<file path="src/rtl/vsd_prog_loader.sv">
// ============================================================================
// vsd_prog_loader
// ----------------------------------------------------------------------------
// Loads the 256x32 instruction SRAM of vsdmemsoc through its init port from
// a length-prefixed byte stream. The first byte is the word count N (0 means
// 256). Every following group of four bytes is packed little-endian into a
// 32-bit word. Each word is written with a one-cycle init_en strobe at an
// auto-incrementing address, starting at 0.
//
// Optional feature (macro LOADER_CHECKSUM_EN):
//   After the last word, one more byte is accepted and compared with the
//   8-bit wrap-around sum of all data bytes. A mismatch sets the sticky err
//   flag. Without the macro there is no checksum phase and err is tied to 0.
//
// Handshake: a byte is transferred in any cycle where rx_valid && rx_ready.
// rx_data is only sampled on that transfer. rx_ready does not depend on
// rx_valid. A held rx_valid with rx_ready low is simply stalled, never lost.
//
// Ports:
//   CLK          in   clock for all state
//   reset        in   synchronous, active-high reset
//   rx_valid     in   byte source offers rx_data
//   rx_data      in   [7:0] incoming byte
//   rx_ready     out  loader accepts a byte this cycle
//   init_en      out  one-cycle write strobe to the SoC init port
//   init_addr    out  [7:0] word address, valid while init_en=1
//   init_data    out  [31:0] packed word, valid while init_en=1
//   busy         out  load in progress
//   done         out  sticky, load finished
//   err          out  sticky, checksum mismatch (checksum build only)
//   dbg_state_o  out  [2:0] current FSM state, for debug and checkers
// ============================================================================
module vsd_prog_loader (
    input  logic        CLK,
    input  logic        reset,
    input  logic        rx_valid,
    input  logic [7:0]  rx_data,
    output logic        rx_ready,
    output logic        init_en,
    output logic [7:0]  init_addr,
    output logic [31:0] init_data,
    output logic        busy,
    output logic        done,
    output logic        err,
    output logic [2:0]  dbg_state_o
);

    typedef enum logic [2:0] {
        S_IDLE  = 3'd0,
        S_LOAD  = 3'd1,
        S_WRITE = 3'd2,
`ifdef LOADER_CHECKSUM_EN
        S_CHK   = 3'd3,
`endif
        S_DONE  = 3'd4
    } state_t;

    state_t      state_q;
    logic [8:0]  total_q;      // words to load, 1..256
    logic [7:0]  addr_q;       // address of the word being assembled
    logic [1:0]  idx_q;        // byte lane for the next data byte
    logic [31:0] word_q;       // partially assembled word
    logic        init_en_q;
    logic [7:0]  init_addr_q;
    logic [31:0] init_data_q;
    logic        busy_q;
    logic        done_q;

    logic        accept;
    logic        last_word;
    logic [31:0] word_d;

`ifdef LOADER_CHECKSUM_EN
    logic [7:0]  sum_q;
    logic [7:0]  sum_d;
    logic        err_q;
`endif

    // Gating with reset keeps rx_ready low in the reset cycle itself,
    // before the synchronous reset has reached the state register.
    assign rx_ready = !reset && ((state_q == S_IDLE) || (state_q == S_LOAD)
`ifdef LOADER_CHECKSUM_EN
                                 || (state_q == S_CHK)
`endif
                                );

    assign accept = rx_valid && rx_ready;

    // Address counts from 0, so word k is the last one when k+1 == total.
    assign last_word = (({1'b0, addr_q} + 9'd1) == total_q);

    // Drop the incoming byte into its little-endian lane.
    always_comb begin
        word_d = word_q;
        case (idx_q)
            2'd0:    word_d[7:0]   = rx_data;
            2'd1:    word_d[15:8]  = rx_data;
            2'd2:    word_d[23:16] = rx_data;
            default: word_d[31:24] = rx_data;
        endcase
    end

`ifdef LOADER_CHECKSUM_EN
    assign sum_d = sum_q + rx_data;
`endif

    always_ff @(posedge CLK) begin
        if (reset) begin
            state_q     <= S_IDLE;
            total_q     <= 9'd0;
            addr_q      <= 8'd0;
            idx_q       <= 2'd0;
            word_q      <= 32'd0;
            init_en_q   <= 1'b0;
            init_addr_q <= 8'd0;
            init_data_q <= 32'd0;
            busy_q      <= 1'b0;
            done_q      <= 1'b0;
`ifdef LOADER_CHECKSUM_EN
            sum_q       <= 8'd0;
            err_q       <= 1'b0;
`endif
        end else begin
            init_en_q <= 1'b0;
            case (state_q)
                S_IDLE: begin
                    if (accept) begin
                        total_q <= (rx_data == 8'd0) ? 9'd256 : {1'b0, rx_data};
                        addr_q  <= 8'd0;
                        idx_q   <= 2'd0;
                        word_q  <= 32'd0;
                        busy_q  <= 1'b1;
`ifdef LOADER_CHECKSUM_EN
                        sum_q   <= 8'd0;
`endif
                        state_q <= S_LOAD;
                    end
                end

                S_LOAD: begin
                    if (accept) begin
                        word_q <= word_d;
                        idx_q  <= idx_q + 2'd1;   // wraps to 0 after lane 3
`ifdef LOADER_CHECKSUM_EN
                        sum_q  <= sum_d;
`endif
                        if (idx_q == 2'd3) begin
                            init_en_q   <= 1'b1;
                            init_addr_q <= addr_q;
                            init_data_q <= word_d;
                            state_q     <= S_WRITE;
                        end
                    end
                end

                S_WRITE: begin
                    if (last_word) begin
`ifdef LOADER_CHECKSUM_EN
                        state_q <= S_CHK;
`else
                        busy_q  <= 1'b0;
                        done_q  <= 1'b1;
                        state_q <= S_DONE;
`endif
                    end else begin
                        addr_q  <= addr_q + 8'd1;
                        idx_q   <= 2'd0;
                        state_q <= S_LOAD;
                    end
                end

`ifdef LOADER_CHECKSUM_EN
                S_CHK: begin
                    if (accept) begin
                        err_q   <= (rx_data != sum_q);
                        busy_q  <= 1'b0;
                        done_q  <= 1'b1;
                        state_q <= S_DONE;
                    end
                end
`endif

                S_DONE: begin
                    // Terminal until reset; bytes are held off by rx_ready=0.
                    state_q <= S_DONE;
                end

                default: state_q <= S_IDLE;
            endcase
        end
    end

    assign init_en     = init_en_q;
    assign init_addr   = init_addr_q;
    assign init_data   = init_data_q;
    assign busy        = busy_q;
    assign done        = done_q;
    assign dbg_state_o = state_q;

`ifdef LOADER_CHECKSUM_EN
    assign err = err_q;
`else
    assign err = 1'b0;
`endif

endmodule
</file>
<file path="config.mk">
export PLATFORM = sky130hd
export DESIGN_NAME = vsd_prog_loader
export DESIGN_NICKNAME = d
export VERILOG_FILES = /design/src/rtl/vsd_prog_loader.sv
export SDC_FILE = /design/constraint.sdc
export NUM_CORES = 1
export LEC_CHECK = 0
export ABC_AREA = 1
export CAP_MARGIN = 10
export CORE_UTILIZATION = 35
export CTS_CLUSTER_SIZE = 12
export DETAILED_ROUTE_END_ITERATION = 6
export DONT_BUFFER_PORTS = 1
export PLACE_DENSITY = 0.47
export SKIP_LAST_GASP = 1
export SYNTH_ARGS = -nofsm -noshare
export SYNTH_HDL_FRONTEND = slang
export SYNTH_SLANG_ARGS = --single-unit
export TNS_END_PERCENT = 30
</file>
<file path="constraint.sdc">
create_clock -name CLK -period 5.69 [get_ports CLK]
set_clock_uncertainty 0.2 [all_clocks]
set_input_delay 1.707 -clock CLK [delete_from_list [all_inputs] [get_ports CLK]]
set_output_delay 1.707 -clock CLK [all_outputs]
set_load 0.005 [all_outputs]
</file>
==> results_dict.tcl, run 1 <==
set metrics [dict create \
    path_clk_slew_ns 0.09 \
    critical_path_arrival_ns 3.83 \
    worst_slew_pin_slew_ns 0.650 \
    yosysSeqAreaShare_pct 46.4 \
    flow.area_growth_from_synthesis_pct 8.61 \
    path_class "primary input to flip-flop" \
    cts.hold.buffers_added 0 \
    rrSetupSlack_ns 2.71 \
    numClockSinks 89 \
    grt_pass1_vias 3106 \
    min_delay_path_depth 2 \
    numCtsBuffers 9 \
    antennaDiodeCount 0 \
    cts-resized-gates 0 \
    globalRouteOverflowTotal 0 \
    max_slew_headroom_pct 56.4 \
    crit_fanout 37 \
    p_leak_nw 1.59 \
    port_buffers 0 \
    post-synth-top-count-cell "sky130_fd_sc_hd__nand2_1" \
    share_of_cells_above_drive_strength_1_pct 7.69 \
    critPathRequiredTime_ns 5.75 \
    cts_tree "yes" \
    preCtsSetupSlack_ns 1.49 \
    critical_path.most_common_cell "sky130_fd_sc_hd__nor2_1" \
    hold_path_class "flip-flop to flip-flop" \
    cp_num_buf_inv 1 \
    cts_root_buffer "sky130_fd_sc_hd__clkbuf_8" \
    design.portCount 59 \
    synthesis.area_um2 3840 \
    setup.worst_path.end_class "flip-flop" \
    max_frequency_mhz 265 \
    synth_ff_type "sky130_fd_sc_hd__dfxtp_1" \
    report.final.slew_viol_count 0 \
    async_reset_ff_share_pct 0 \
    post-cts-setup-buffers 0 \
    regToRegEndpoint "total_q[7]" \
    routed_wire_length_per_instance_um 14.7 \
    timing.final.crit_share_pct 66.4 \
    synth_enable_flop_cells 0 \
    net_count_synth 545 \
    crit_slowest_cell "sky130_fd_sc_hd__clkinv_1" \
    critical-path-top-delay-family "simple AND/OR/NAND/NOR gates" \
    initial_core_util_pct 36.7 \
    detail_route.first_pass.iterations 4 \
    outcome "finished, final reports clean" \
    grt_setup_unrepaired "no" \
    layout_min_cycle_time_ns 3.78 \
    timing.hold.worst.start "word_q[14]" \
    grt_max_degree 41 \
    std_cell_rows 37 \
    antenna_left 0 \
    ys_seq_elements 89 \
    insertion_delay_ns 0.37 \
    worstPathCellList "nor2_1 > nand2_1 > nor2_1 > clkinv_1 > o21ai_0 > a21oi_1" \
    cts.htree.levels 3 \
    syn-instance-count 529 \
    vias 3279 \
    placed_cells 640 \
    hold_end "word_q[14]" \
    setup_total_negative_slack_ns 0 \
    finalHoldViolations 0 \
    grt_pass1_wl_mm 15.9 \
    route.final.wire_length_mm 9.63 \
    gp_congestion 0.799 \
    synth.cells.most_frequent "sky130_fd_sc_hd__nand2_1, sky130_fd_sc_hd__dfxtp_1, sky130_fd_sc_hd__a21oi_1" \
    synth_warnings 0 \
    dieWidth_um 107 \
    crit-reg2reg-launch "dbg_state_o[1]" \
    cts_buffer_depth 2 \
    synth_top_cell_area_share_pct 46.4 \
    die-height_um 107 \
    worst_path_largest_cell_delay_ns 0.62 \
    track_usage_pct 18.0 \
    setup_ws_ns 1.91 \
    number_of_distinct_library_cells_after_synthesis 28 \
    setup_viol 0 \
    final_cell_count_no_fill 656 \
    placeable_area_um2 10500 \
    crit_path_start_kind "primary input" \
    synth_top_cells_by_area "sky130_fd_sc_hd__dfxtp_1, sky130_fd_sc_hd__nand2_1, sky130_fd_sc_hd__a21oi_1, sky130_fd_sc_hd__o21ai_0, sky130_fd_sc_hd__nand3_1" \
    nNetsFinal 531 \
    synth_top_cell_by_area "sky130_fd_sc_hd__dfxtp_1" \
    detail_route.drc_violations 0 \
    synth.avg_cell_area_um2 7.25 \
    place.detailed.hpwl_mm 6.47 \
    power_density_nw_per_um2 304 \
    initial_antenna_violation_count 0 \
    vias_per_cell 5.00 \
    rr_worst_depth 8 \
    maximum_vdd_drop_uv 134 \
    drt_iter0_drc 181 \
    die_area_um2 11400 \
    max_cap_violations 0 \
]
[power breakdown]
part           total [mW]  switching [mW]  leakage (nW)  internal, mW
Sequential          0.638         0.00674         0.719         0.631
Combinational      0.0803          0.0559         0.750        0.0244
Clock               0.548           0.242         0.119         0.305
Total                1.27           0.305          1.59         0.961
[cell type report]
type / instances / area [µm²]
clock buffer: 10 / 138
tap: 136 / 170
multi-input combinational: 375 / 1790
fill: 1143 / 6300
timing repair buffer: 5 / 37.5
clock inverter: 6 / 114
inverter: 35 / 131
sequential: 89 / 1780
[worst register-to-register path, cell delays in order, from the launching register on]
cell and delay [ns]:
sky130_fd_sc_hd__dfxtp_1 0.37, sky130_fd_sc_hd__inv_1 0.11, sky130_fd_sc_hd__nand2_1 0.06, sky130_fd_sc_hd__nor2_1 0.15
sky130_fd_sc_hd__nand2_1 0.35, sky130_fd_sc_hd__nor2_1 0.62, sky130_fd_sc_hd__clkinv_1 0.62, sky130_fd_sc_hd__o21ai_0 0.33
sky130_fd_sc_hd__a21oi_1 0.06
[placed cells by master, fill, tap and decap left out]
cell type,synthesis,layout
sky130_fd_sc_hd__nand3b_1,3,3
sky130_fd_sc_hd__clkinv_1,3,3
sky130_fd_sc_hd__inv_6,0,1
sky130_fd_sc_hd__nor2_1,32,32
sky130_fd_sc_hd__a31oi_1,1,1
sky130_fd_sc_hd__nor3_1,3,2
sky130_fd_sc_hd__clkbuf_8,0,10
sky130_fd_sc_hd__o21ai_0,43,43
sky130_fd_sc_hd__dfxtp_1,89,89
sky130_fd_sc_hd__ha_1,5,5
sky130_fd_sc_hd__bufinv_16,0,3
sky130_fd_sc_hd__mux2_2,6,6
sky130_fd_sc_hd__a21boi_0,1,1
sky130_fd_sc_hd__nor2_2,2,2
sky130_fd_sc_hd__xnor2_1,1,1
sky130_fd_sc_hd__clkinvlp_4,0,2
sky130_fd_sc_hd__a21oi_1,72,72
sky130_fd_sc_hd__nand3_1,41,41
sky130_fd_sc_hd__nand4_1,2,2
sky130_fd_sc_hd__nor3_2,0,1
sky130_fd_sc_hd__nand2_2,6,6
sky130_fd_sc_hd__conb_1,1,1
sky130_fd_sc_hd__nor4_1,3,3
sky130_fd_sc_hd__o21bai_1,1,1
sky130_fd_sc_hd__xor2_1,1,1
sky130_fd_sc_hd__buf_4,1,5
sky130_fd_sc_hd__nand2_1,147,147
sky130_fd_sc_hd__nor2_4,2,2
sky130_fd_sc_hd__nand2_4,2,2
sky130_fd_sc_hd__inv_1,32,32
[per-layer routing]
metal | wire length (µm) | part of all wire (%) | GRT usage [%] | up-vias
met3 | 444 | 4.6 | 5.17 | 17
met5 | 0 | 0 | 0 | -
met2 | 4270 | 44 | 28.1 | 70
met4 | 180 | 1.9 | 6.75 | 0
li1 | - | - | - | 1691
met1 | 4730 | 49 | 23.5 | 1501
[logic make-up (layout without fill, tap and decap cells)]
group                      after synthesis  in the layout  synth area share [%]
AOI/OAI and AO/OA                      118            118                  15.6
xor gates and xnor gates                 2              2                 0.457
adders and majority gates                5              5                  1.63
buffers and inverters                   65             56                  6.91
DFF                                     89             89                  46.4
muxes                                    6              6                  1.76
other                                    1              1                0.0978
and+or+nand+nor                        243            243                  27.1
[stage by stage]
step / power (mW) / cell area (µm²) / hold WS (ns) / utilization [%]
after floorplan: 0.717 / 3840 / 0.243 / -
after global placement: 0.732 / 3920 / 0.243 / 37.4
after detailed placement: 0.733 / 3920 / 0.251 / 37.4
after CTS: 1.28 / 4170 / 0.264 / 39.8
after global routing: 1.32 / 4170 / 0.281 / 39.8
final: 1.27 / 4170 / 0.263 / 39.8
[worst max path at each step]
stage / depth (start not counted) / slack (ns) / start / to
2_1_floorplan: 2 / 1.77 / reset / rx_ready
3_3_place_gp: 6 / 1.63 / reset / total_q[7]
3_5_place_dp: 6 / 1.49 / reset / total_q[7]
4_1_cts: 6 / 1.90 / reset / total_q[7]
5_1_grt: 6 / 1.55 / reset / total_q[6]
6_report: 6 / 1.91 / reset / total_q[7]
[registers in the layout (all words and copies together) (netlist names)]
signal	cells
init_data	32
word_q	24
total_q	9
addr_q	8
init_addr	8
dbg_state_o	3
idx_q	2
busy	1
done	1
init_en	1
No activity file was read; power rests on OpenSTA's default activity.
==> inputs of run 2 (changes only) <==
==> constraint.sdc (replaced) <==
create_clock -name CLK -period 3.9 [get_ports CLK]
set_clock_uncertainty 0.2 [all_clocks]
set_input_delay 1.17 -clock CLK [delete_from_list [all_inputs] [get_ports CLK]]
set_output_delay 1.17 -clock CLK [all_outputs]
set_load 0.005 [all_outputs]
==> run 2 against run 1 <==
Against the previous run:
- cell count stayed put
- core utilization is 0.47 points lower
- via count is 0.46% lower
- non-clock buffer count is 1 higher
- combinational power is 46% higher
- sequential cell count stayed put
==> results_dict.tcl, run 2 (same netlist as run 1, synthesis figures left out) <==
set metrics [dict create \
    cts_root_buffer "sky130_fd_sc_hd__clkbuf_8" \
    min_delay_path_depth 2 \
    grt_pass1_vias 3095 \
    placeable_area_um2 10500 \
    critical_path_arrival_ns 2.76 \
    cts.htree.levels 3 \
    final.fill_count 1150 \
    critical-path-top-delay-family "buffers and inverters" \
    report.final.slew_viol_count 0 \
    numCtsBuffers 9 \
    insertion_delay_ns 0.36 \
    hold_end "word_q[5]" \
    critPathRequiredTime_ns 3.94 \
    std_cell_rows 37 \
    die_area_um2 11400 \
    worstPathCellList "nor2_1 > nand2_1 > buf_4 > nor2_1 > buf_4 > clkinv_1 > o21ai_0 > a21oi_1" \
    worst_path_largest_cell_delay_ns 0.42 \
    hold_path_class "flip-flop to flip-flop" \
    initial_core_util_pct 36.7 \
    cp_num_buf_inv 3 \
    initial_antenna_violation_count 0 \
    setup_total_negative_slack_ns 0 \
    grt_setup_unrepaired "no" \
    crit_slowest_cell "sky130_fd_sc_hd__clkinv_1" \
    setup_viol 0 \
    rr_worst_depth 10 \
    largest_register_ff_count 32 \
    drt_iter0_drc 206 \
    place.detailed.hpwl_mm 6.35 \
    startpoint "reset" \
    route.final.wire_length_mm 9.81 \
    share_of_cells_above_drive_strength_1_pct 7.50 \
    dieWidth_um 107 \
    setup_ws_ns 1.18 \
    timing.hold.worst.start "word_q[5]" \
    maximum_vdd_drop_uv 133 \
    path_class "primary input to flip-flop" \
    mostFrequentLayoutCell "sky130_fd_sc_hd__nand2_1" \
    flow.area_growth_from_synthesis_pct 7.34 \
    design.portCount 59 \
    die-height_um 107 \
    timing.final.crit_share_pct 69.7 \
    max_frequency_mhz 368 \
    outcome "finished, final reports clean" \
    cts_tree "yes" \
    finalHoldViolations 0 \
    rrSetupSlack_ns 1.47 \
    top_library_cells_by_usage_in_the_layout_fill_and_taps_aside "sky130_fd_sc_hd__nand2_1, sky130_fd_sc_hd__dfxtp_1, sky130_fd_sc_hd__a21oi_1" \
    gp_congestion 0.773 \
    detail_route.drc_violations 0 \
    antennaDiodeCount 0 \
    regToRegEndpoint "total_q[7]" \
    grt-busiest-layer "met2" \
    crit_fanout 37 \
    layout_min_cycle_time_ns 2.72 \
    nNetsFinal 532 \
    vias 3264 \
    worst_slew_pin_slew_ns 0.557 \
    grt_max_degree 53 \
    post-cts-setup-buffers 0 \
    path_clk_slew_ns 0.09 \
    routed_wire_length_per_instance_um 15.0 \
    met1_usage_pct 23.9 \
    globalRouteOverflowTotal 0 \
    detail_route.first_pass.iterations 4 \
    preCtsSetupSlack_ns 0.827 \
    numClockSinks 89 \
    crit-reg2reg-launch "dbg_state_o[1]" \
    port_buffers 0 \
    antenna_left 0 \
    grtUsageMet2_pct 30.1 \
    p_leak_nw 1.58 \
    setup.worst_path.end_class "flip-flop" \
    track_usage_pct 18.4 \
    cts_buffer_depth 2 \
    cts-resized-gates 0 \
    cts.hold.buffers_added 0 \
    vias_per_cell 4.98 \
    grt_util_met3_pct 3.40 \
    grt_pass1_wl_mm 16.1 \
    max_slew_headroom_pct 62.8 \
    crit_path_start_kind "primary input" \
    max_cap_violations 0 \
    power_density_nw_per_um2 412 \
]
## run 2: cell types whose count changed in the layout (fill, tap and decap cells not counted), sizes merged
cell,change
buf,+1
bufinv,-2
clkbuf,+2
clkinv,+2
clkinvlp,-2
inv,-1
## run 2: per-stage QoR
step | std cells | instance area [µm²] | util [%] | hold WS [ns] | power, mW
CTS | 656 | 4120 | 39.4 | 0.263 | 1.72
global placement | 641 | 3920 | 37.5 | 0.245 | 1.07
floorplan | 529 | 3840 | - | 0.243 | 1.05
detailed placement | 641 | 3920 | 37.5 | 0.251 | 1.07
finish | 656 | 4120 | 39.4 | 0.264 | 1.70
global route | 656 | 4120 | 39.4 | 0.279 | 1.78
## run 2: layout make-up
class,instances,area (µm²),share of cell area (%)
inverter,35,131,3.19
tap,136,170,4.13
sequential,89,1780,43.3
multi-input combinational,375,1790,43.6
clock inverter,3,40.0,0.972
clock buffer,12,155,3.77
timing repair buffer,6,45.0,1.09
## run 2: worst min-delay path, stage by stage (launching register included)
cell,delay (ns)
sky130_fd_sc_hd__dfxtp_1,0.32
sky130_fd_sc_hd__nand2_1,0.06
sky130_fd_sc_hd__a21oi_1,0.06
## run 2: per-layer routing
| layer | vias to the layer above | wire length [µm] | part of all wire, % |
|---|---|---|---|
| li1 | 1687 | - | - |
| met3 | 7 | 367 | 3.7 |
| met1 | 1506 | 4790 | 49 |
| met5 | - | 0 | 0 |
| met4 | 0 | 106 | 1.1 |
| met2 | 64 | 4550 | 46 |
## run 2: where the power goes
group	internal (mW)	switching, mW	total (mW)
Sequential	0.921	0.00959	0.930
Combinational	0.0364	0.0804	0.117
Clock	0.326	0.324	0.651
Total	1.28	0.414	1.70
## run 2: worst max-delay path by stage
stage | end | slack [ns] | depth (start not counted)
global placement | total_q[3] | 0.85 | 8
floorplan | rx_ready | 1.05 | 2
CTS | rx_ready | 1.20 | 1
finish | total_q[7] | 1.18 | 8
global route | total_q[7] | 1.0 | 8
detailed placement | total_q[3] | 0.83 | 8
==> inputs of run 3 (changes only) <==
--- a/config.mk
+++ b/config.mk
@@ -11,7 +11,7 @@
 export CTS_CLUSTER_SIZE = 12
 export DETAILED_ROUTE_END_ITERATION = 6
 export DONT_BUFFER_PORTS = 1
-export PLACE_DENSITY = 0.47
+export PLACE_DENSITY = 0.49
 export SKIP_LAST_GASP = 1
 export SYNTH_ARGS = -nofsm -noshare
 export SYNTH_HDL_FRONTEND = slang
==> constraint.sdc (replaced) <==
create_clock -name CLK -period 2.4 [get_ports CLK]
set_clock_uncertainty 0.2 [all_clocks]
set_input_delay 0.72 -clock CLK [delete_from_list [all_inputs] [get_ports CLK]]
set_output_delay 0.72 -clock CLK [all_outputs]
set_load 0.005 [all_outputs]
==> run 3 against run 2 <==
Against the previous run:
- clock power increased by 51%
- critical path depth increased by 4
- cell area up 1.5%
==> results_dict.tcl, run 3 (same netlist as run 1, synthesis figures left out) <==
set metrics [dict create \
    outcome "finished, final reports clean" \
    std_cell_rows 37 \
    vias 3262 \
    numCtsBuffers 9 \
    track_usage_pct 18.0 \
    power_density_nw_per_um2 643 \
    cts.hold.buffers_added 0 \
    share_of_cells_above_drive_strength_1_pct 8.73 \
    critPathRequiredTime_ns 2.45 \
    comb_power_share_pct 7.3 \
    vias_per_cell 4.92 \
    cts-resized-gates 0 \
    flow.area_growth_from_synthesis_pct 9.00 \
    cts.htree.levels 3 \
    switching_share_pct 25.0 \
    cts_buffer_depth 2 \
    gp_congestion 0.745 \
    placeable_area_um2 10500 \
    cell_internal_power_mw 2.02 \
    cts_root_buffer "sky130_fd_sc_hd__clkbuf_8" \
    place.detailed.hpwl_mm 6.42 \
    power_frac_seq_pct 56.2 \
    insertion_delay_ns 0.36 \
    max_cap_violations 0 \
    max_frequency_mhz 479 \
    finalHoldViolations 0 \
    largest_register_ff_count 32 \
    detail_route.drc_violations 0 \
    routed_wire_length_per_instance_um 14.4 \
    setup_ws_ns 0.314 \
    crit-reg2reg-launch "addr_q[0]" \
    critical_path_arrival_ns 2.14 \
    path_class "flip-flop to flip-flop" \
    antennaDiodeCount 0 \
    port_buffers 0 \
    drt_iter0_drc 157 \
    p_sw_mw 0.673 \
    worst_slew_pin_slew_ns 0.521 \
    initial_core_util_pct 36.7 \
    die-height_um 107 \
    crit_path_start_kind "flip-flop" \
    die_area_um2 11400 \
    grt_pass1_wl_mm 15.9 \
    power.clock.fraction_pct 36.5 \
    crit_fanout 15 \
    grt_max_degree 44 \
    maximum_vdd_drop_uv 228 \
    antenna_left 0 \
    detail_route.first_pass.iterations 4 \
    startpoint "addr_q[0]" \
    post-cts-setup-buffers 0 \
    timing.final.crit_share_pct 86.9 \
    nNetsFinal 539 \
    dieWidth_um 107 \
    grt_pass1_vias 3165 \
    globalRouteOverflowTotal 0 \
    route.final.wire_length_mm 9.58 \
    layout_min_cycle_time_ns 2.09 \
    path_clk_slew_ns 0.08 \
    cts_tree "yes" \
    preCtsSetupSlack_ns 0.117 \
    final.fill_count 1111 \
    setup.worst_path.end_class "flip-flop" \
    initial_antenna_violation_count 0 \
    grt_setup_unrepaired "no" \
    hold_path_class "primary input to flip-flop" \
    top_library_cells_by_usage_in_the_layout_fill_and_taps_aside "sky130_fd_sc_hd__nand2_1, sky130_fd_sc_hd__dfxtp_1, sky130_fd_sc_hd__a21oi_1" \
    setup_viol 0 \
    setup_total_negative_slack_ns 0 \
    report.final.slew_viol_count 0 \
    numClockSinks 89 \
    timing.hold.worst.start "reset" \
    max_slew_headroom_pct 65.2 \
    mostFrequentLayoutCell "sky130_fd_sc_hd__nand2_1" \
    design.portCount 59 \
    p_leak_nw 1.61 \
]
==> run 3: cell types whose count changed in the layout (fill, tap and decap cells not counted) <==
cell | before | now
sky130_fd_sc_hd__buf_12 | 0 | 2
sky130_fd_sc_hd__clkbuf_8 | 11 | 12
sky130_fd_sc_hd__clkinv_2 | 2 | 1
sky130_fd_sc_hd__bufinv_16 | 1 | 0
sky130_fd_sc_hd__clkinvlp_4 | 0 | 1
sky130_fd_sc_hd__buf_4 | 6 | 11
==> run 3: worst paths after layout <==
path         slack (ns)  cells past startpoint    endpoint
min reg2reg        0.26                      2  word_q[23]
max                0.31                     12   addr_q[6]
min                0.22                      1        done
max reg2reg        0.31                     12   addr_q[6]
==> run 3: cell type report <==
class                           instances  area [µm²]  share of cell area [%]
Sequential cell                        89        1780                    42.6
Tap cell                              136         170                    4.07
Clock inverter                          2        12.5                   0.299
Multi-Input combinational cell        375        1790                    42.9
Inverter                               35         131                    3.14
Clock buffer                           13         169                    4.04
Timing Repair Buffer                   13         123                    2.93
==> run 3: worst max-delay path, cell delays in order (launching register included) <==
cell,delay (ns)
sky130_fd_sc_hd__dfxtp_1,0.34
sky130_fd_sc_hd__ha_1,0.20
sky130_fd_sc_hd__nand2_2,0.10
sky130_fd_sc_hd__nor2_2,0.19
sky130_fd_sc_hd__nand2_1,0.10
sky130_fd_sc_hd__nand3_1,0.10
sky130_fd_sc_hd__nand3_1,0.12
sky130_fd_sc_hd__nor2_4,0.14
sky130_fd_sc_hd__nand2_4,0.11
sky130_fd_sc_hd__nand2_4,0.18
sky130_fd_sc_hd__nand3_1,0.09
sky130_fd_sc_hd__nand2_1,0.07
sky130_fd_sc_hd__nor2_1,0.04
==> run 3: stage by stage <==
stage / hold slack (ns) / total power [mW] / util (%) / instances / instance area, µm²
floorplan: 0.243 / 1.70 / - / 529 / 3840
global placement: 0.242 / 1.74 / 38.2 / 648 / 4000
detailed placement: 0.249 / 1.74 / 38.2 / 648 / 4000
CTS: 0.194 / 2.74 / 40.0 / 663 / 4180
global route: 0.190 / 2.83 / 40.0 / 663 / 4180
finish: 0.223 / 2.69 / 40.0 / 663 / 4180
==> run 3: metal layers <==
metal | vias up | track usage (%) | wire length (µm)
met5 | - | 0 | 0
met4 | 0 | 7.05 | 146
met3 | 14 | 4.44 | 395
met2 | 64 | 29.4 | 4570
met1 | 1480 | 22.9 | 4470
li1 | 1704 | - | -
==> run 3: power groups by stage <==
stage	combinational, mW	clock, mW	sequential, mW
global route	0.224	1.09	1.52
finish	0.197	0.981	1.51
floorplan	0.159	0	1.54
detailed placement	0.198	0	1.55
CTS	0.199	1.03	1.51
global placement	0.197	0	1.55
